**src/rtl/rate_matrix_stepper.sv**
```systemverilog
// Iterated N x N rate-matrix stepper: one signed multiply-accumulate per cycle,
// Jacobi-ordered updates, wrap or saturate reduction, XOR hash and sticky overflow.
module rate_matrix_stepper #(
  parameter int N   = 4,
  parameter int DW  = 32,
  parameter int EW  = 5,
  parameter int HW  = 8,
  parameter int SAT = 0
) (
  input  logic                  clk,
  input  logic                  rst_n,
  input  logic                  cfg_we,
  input  logic [$clog2(N)-1:0]  cfg_row,
  input  logic [$clog2(N)-1:0]  cfg_col,
  input  logic [EW-1:0]         cfg_data,
  input  logic                  start,
  input  logic [7:0]            iters,
  input  logic [N*DW-1:0]       x_in,
  output logic                  busy,
  output logic                  done,
  output logic [N*DW-1:0]       x_out,
  output logic [HW-1:0]         hash,
  output logic                  ovf
);

  localparam int IW = $clog2(N);
  localparam int MW = EW + IW + 1;   // signed matrix entry, wide enough for the diagonal
  localparam int PW = DW + MW;       // signed product
  localparam int AW = PW + IW;       // accumulator holds N products without wrapping
  localparam logic [IW-1:0] LAST = IW'(N - 1);

  typedef enum logic [1:0] {
    S_IDLE = 2'd0,
    S_RUN  = 2'd1,
    S_FIN  = 2'd2
  } state_t;

  state_t               state_q;
  logic [EW-1:0]        e_q [N][N];
  logic signed [DW-1:0] a_q [N];
  logic signed [DW-1:0] b_q [N];
  logic [IW-1:0]        r_q;
  logic [IW-1:0]        c_q;
  logic [7:0]           cnt_q;
  logic [AW-1:0]        acc_q;

  logic                 cfg_hit;
  logic [EW+IW-1:0]     row_sum;
  logic [MW-1:0]        coef;
  logic [DW-1:0]        a_sel;
  logic [PW-1:0]        a_ext;
  logic [PW-1:0]        c_ext;
  logic [PW-1:0]        prod;
  logic [AW-1:0]        acc_base;
  logic [AW-1:0]        acc_sum;
  logic [AW-DW:0]       acc_top;
  logic                 ovf_now;
  logic [DW-1:0]        red;
  logic [HW-1:0]        hash_next;

  // Rates only change while idle, so every run sees one stable matrix.
  assign cfg_hit = cfg_we && (state_q == S_IDLE) && (cfg_row != cfg_col) &&
                   ({1'b0, cfg_row} < (IW+1)'(N)) && ({1'b0, cfg_col} < (IW+1)'(N));

  always_ff @(posedge clk or negedge rst_n) begin
    if (!rst_n) begin
      for (int r = 0; r < N; r++) begin
        for (int c = 0; c < N; c++) begin
          e_q[r][c] <= '0;
        end
      end
    end else if (cfg_hit) begin
      e_q[cfg_row][cfg_col] <= cfg_data;
    end
  end

  // Diagonal is minus the row's off-diagonal sum, derived from the live store.
  always_comb begin
    row_sum = '0;
    for (int c = 0; c < N; c++) begin
      if (IW'(c) != r_q) begin
        row_sum = row_sum + (EW+IW)'(e_q[r_q][c]);
      end
    end
  end

  always_comb begin
    if (c_q == r_q) begin
      coef = MW'(0) - {1'b0, row_sum};
    end else begin
      coef = {{(IW+1){1'b0}}, e_q[r_q][c_q]};
    end
  end

  // Both operands sign-extended to the product width; the low PW bits are exact.
  always_comb begin
    a_sel    = a_q[c_q];
    a_ext    = {{MW{a_sel[DW-1]}}, a_sel};
    c_ext    = {{DW{coef[MW-1]}}, coef};
    prod     = a_ext * c_ext;
    acc_base = (c_q == '0) ? '0 : acc_q;
    acc_sum  = acc_base + {{IW{prod[PW-1]}}, prod};
  end

  // Out of the signed DW range whenever the bits above the DW sign bit disagree.
  always_comb begin
    acc_top = acc_sum[AW-1:DW-1];
    ovf_now = !((&acc_top) || !(|acc_top));
    if ((SAT != 0) && ovf_now) begin
      red = acc_sum[AW-1] ? {1'b1, {(DW-1){1'b0}}} : {1'b0, {(DW-1){1'b1}}};
    end else begin
      red = acc_sum[DW-1:0];
    end
  end

  always_comb begin
    hash_next = '0;
    for (int i = 0; i < N; i++) begin
      hash_next = hash_next ^ a_q[i][HW-1:0];
    end
  end

  // Handshake: start is sampled only while busy is low; busy rises at the accepting
  // edge and falls at the edge that raises done, which stays high for one cycle.
  always_ff @(posedge clk or negedge rst_n) begin
    if (!rst_n) begin
      state_q <= S_IDLE;
      r_q     <= '0;
      c_q     <= '0;
      cnt_q   <= '0;
      acc_q   <= '0;
      busy    <= 1'b0;
      done    <= 1'b0;
      x_out   <= '0;
      hash    <= '0;
      ovf     <= 1'b0;
      for (int i = 0; i < N; i++) begin
        a_q[i] <= '0;
        b_q[i] <= '0;
      end
    end else begin
      done <= 1'b0;
      case (state_q)
        S_IDLE: begin
          if (start) begin
            for (int i = 0; i < N; i++) begin
              a_q[i] <= x_in[i*DW +: DW];
            end
            cnt_q   <= iters;
            ovf     <= 1'b0;
            busy    <= 1'b1;
            r_q     <= '0;
            c_q     <= '0;
            state_q <= (iters == 8'd0) ? S_FIN : S_RUN;
          end
        end
        S_RUN: begin
          acc_q <= acc_sum;
          if (c_q == LAST) begin
            c_q      <= '0;
            b_q[r_q] <= red;
            if (ovf_now) begin
              ovf <= 1'b1;
            end
            if (r_q == LAST) begin
              // Last row lands straight in A alongside the rows already held in B.
              r_q <= '0;
              for (int i = 0; i < N; i++) begin
                a_q[i] <= (IW'(i) == LAST) ? red : b_q[i];
              end
              cnt_q <= cnt_q - 8'd1;
              if (cnt_q == 8'd1) begin
                state_q <= S_FIN;
              end
            end else begin
              r_q <= r_q + 1'b1;
            end
          end else begin
            c_q <= c_q + 1'b1;
          end
        end
        S_FIN: begin
          for (int i = 0; i < N; i++) begin
            x_out[i*DW +: DW] <= a_q[i];
          end
          hash    <= hash_next;
          done    <= 1'b1;
          busy    <= 1'b0;
          state_q <= S_IDLE;
        end
        default: state_q <= S_IDLE;
      endcase
    end
  end

endmodule

```
**config.mk**
```make
export PLATFORM = sky130hd
export DESIGN_NAME = rate_matrix_stepper
export DESIGN_NICKNAME = d
export VERILOG_FILES = /design/src/rtl/rate_matrix_stepper.sv
export SDC_FILE = /design/constraint.sdc
export NUM_CORES = 2
export LEC_CHECK = 0
export CORE_AREA = 2 2 274 276
export CTS_CLUSTER_DIAMETER = 80
export DETAILED_ROUTE_END_ITERATION = 12
export DIE_AREA = 0 0 276 278
export GPL_TIMING_DRIVEN = 0
export PLACE_DENSITY_LB_ADDON = 0.1
export SYNTH_ARGS = -nofsm -noshare
export SYNTH_HDL_FRONTEND = slang
export SYNTH_SLANG_ARGS = --single-unit
export TNS_END_PERCENT = 50
```
**constraint.sdc**
```tcl
create_clock -name clk -period 13.3 [get_ports clk]
set_clock_uncertainty 0.1 [all_clocks]
set_input_delay 2.66 -clock clk [delete_from_list [all_inputs] [get_ports clk]]
set_output_delay 2.66 -clock clk [all_outputs]
set_load 0.005 [all_outputs]
```
==> run metrics <==
status=finished with violations; failing checks=design-rule violations; Synth Flop Type=dfrtp_1; # setup viols final=0; placed wire-length estimate=88300 um; crit share post-route=95.7%; initial antenna violation count=3; Synth Area in XOR/XNOR=under 10%; Area Growth Syn to Fin=20.4%; CTS H-tree depth=2; drt first pass iters=12; largest family of logic cells by synthesized area=simple AND/OR/NAND/NOR gates; Post-Synth Simple-Gate Area=around 18%; synthesized instance count=roughly 3700; Synth area leaders=dfrtp_1 38%, fa_1 12%, nand2_1 9.2%; Period minus WS final=roughly 13 ns; Die Wd=roughly 280 um; root buffer cell=clkbuf_16; I/O pin count=288; actual slew at the worst max-slew pin=between 1 and 1.5 ns; clk buf depth=3; Synth Cell Area=between 30000 and 40000 sq um; IO Port Bufs=~290; WL per Instance=around 22 um; Setup CP Type=flop to flop; Hold Crit Class=flop to flop; number of global-route vias before repair=around 28000; share of layout cells above drive strength 1=under 10%; WL final=112000 um; Skew-Pair Late Insertion Delay=0.61 ns; hold depth=1; nets=between 4000 and 5000; met2 WL post-DR=between 50000 and 60000 um; post-synthesis sequential area ratio=a little under two fifths; TritonCTS Sinks=499; multi-input logic area=~19000 sq um; Worst Setup End Kind=flop; Hold EP=e_q[4]; syn nets=about 4200; Post-Route M1 WL=around 47000 um; Core Area=about 74000 sq um; Post-Synth Adder-Cell Area=between 15 and 20%; first-pass GRT wire length=roughly 170000 um; Startpoint Class=flop; Worst Path Arrival=13.11 ns; post-synth top area share=between 30 and 40%; Final GP Congestion=~0.94; cts hold-fix bufs=0; initial core utilization=between 40% and 50%; CP max FO=10; Die ar.=between 70000 and 80000 sq um; cell with the most instances after synthesis=nand2_1; Async SR Flop Fraction=100%; Min Hold Slack=around 0.35 ns; synthesized area per cell=8.98 sq um; worst r2r src=r_q[0]; number of synthesis warnings=0; number of enable flip-flop cells after synthesis=0; top cells by instance count after synthesis=812 x nand2_1, 499 x dfrtp_1, 391 x nor2_1, 308 x inv_1, 203 x fa_1; number of vias per cell=between 5 and 6; CTS Buf Count=50; Vias=between 20000 and 30000; max incr delay on CP=0.54 ns; Slew Limit Headroom=between 6 and 7%; Worst Path Required=approximately 14 ns; fmax=about 79 MHz; Met3 Routed Length=about 7700 um; Remaining Overflow, GRT=0; row count=100; number of unique standard cell types used by synthesis=slightly below 70; beginning of the critical path=r_q[0]; MaxCap Viol Count=0; Critical Path Slowest Stage Cell=or4_1; reg2reg setup slack=0.57 ns; DR top layer=met5; reg2reg end=ovf; register bit total from synthesis=~500; ANT nets after route=0; R2R cell count=between 50 and 60; post-synth top area cell=dfrtp_1; Residual DRC=25; CTS tree=done; largest net degree at the start of global routing=around 120; die height=~280 um; DRT iter0 DRCs=about 2400; mux share of post-synthesis cell area=6.45%; Final Max Slew Viols=0; Clk pin slew, worst setup/hold paths=about 0.060 ns; total track usage=29.4%; Fill cells=approximately 7000; HP Start=e_q[4]; final hold violation count=0; register area=approximately 12000 sq um; Synth Area in Compound Gates=between 10% and 20%
sequential cells by signal, summed over array words and instances (netlist names):
register,flops
x_out,128
ovf,1
e_q,80
cnt_q,8
hash,8
c_q,2
acc_q,42
r_q,2
b_q,96
a_q,128
busy,1
state_q,2
done,1
stage by stage:
stage / utilization, % / TNS (ns) / setup WS [ns] / instance area, sq um / std cells
detailed placement: 50.4 / -85.33 / -2.39 / 37200 / 4938
global route: 53.8 / -0.00700 / -0.00700 / 39700 / 5060
floorplan: - / 0 / 0.278 / 33000 / 3677
CTS: 53.2 / 0 / 0.0189 / 39300 / 5040
global placement: 50.2 / -6801.47 / -13.56 / 37100 / 4933
finish: 53.8 / 0 / 0.573 / 39700 / 5060
logic make-up after synthesis:
kind of cell,count (synthesis)
and+or+nand+nor,1437
AOI/OAI and AO/OA,609
buffers and inverters,508
DFF,499
adders and majority gates,345
muxes,166
xor gates and xnor gates,113
repair_timing:
action | CTS | global route
buffers inserted | 9 | 22
pin swaps | 3 | 22
cloned | 1 | 1
resized for setup | 66 | 69
endpoints found under the setup margin | 99 | 15
placed cells by master, fill, tap and decap left out, drive strengths merged, types with 5 or more instances in the layout:
cell	count
or2	17
xnor2	85
clkinv	14
fa	203
clkbuf	244
o21ai	232
clkdlybuf4s50	286
a31oi	104
nand2b	16
ha	142
nand4	17
nor2b	86
nor3b	5
and3	13
xor2	28
mux4	27
nand3b	7
o211ai	10
a2111oi	5
mux2	104
mux2i	35
a21boi	5
dfrtp	499
nand2	812
nand3	24
o21bai	24
nor3	27
o21a	11
a21o	64
nor2	391
a211oi	7
a21oi	121
inv	311
buf	61
metal layers:
| metal | up-vias | global-route usage, % |
|---|---|---|
| met5 | - | 0 |
| met4 | 2 | 11.1 |
| met3 | 166 | 4.99 |
| met2 | 905 | 47.5 |
| met1 | 13841 | 39.8 |
| li1 | 12714 | - |
how the worst max path moves through the flow:
stage	slack, ns	depth (start not counted)	endpoint
detailed placement	-2.39	52	ovf
global route	-0.007	54	ovf
CTS	0.02	56	ovf
global placement	-13.56	1	e_q[25]
floorplan	0.28	58	ovf
finish	0.57	52	ovf
critical path: cells and delay by family (launching register included):
kind	cells	cell delay [ns]
flip-flops	1	0.39
XOR/XNOR	4	0.58
adder cells (fa/ha/maj)	10	3.93
AO/OA/AOI/OAI	10	1.95
buffers and inverters	10	1.21
AND/OR/NAND/NOR	15	3.42
multiplexers	3	1.01
final cells by class:
type | count | area share, %
well taps | 969 | 3.05
inverters | 310 | 2.93
repair buffers | 325 | 8.38
flip-flops and latches | 499 | 31.4
diodes | 1 | 0.00630
clock buffers | 72 | 3.69
clock inverters | 20 | 0.567
plain buffers | 194 | 2.15
multi-input cells | 2670 | 47.8
Power is not shown: default switching activity piles up to over one toggle a cycle in this logic, so the estimate is an artifact.
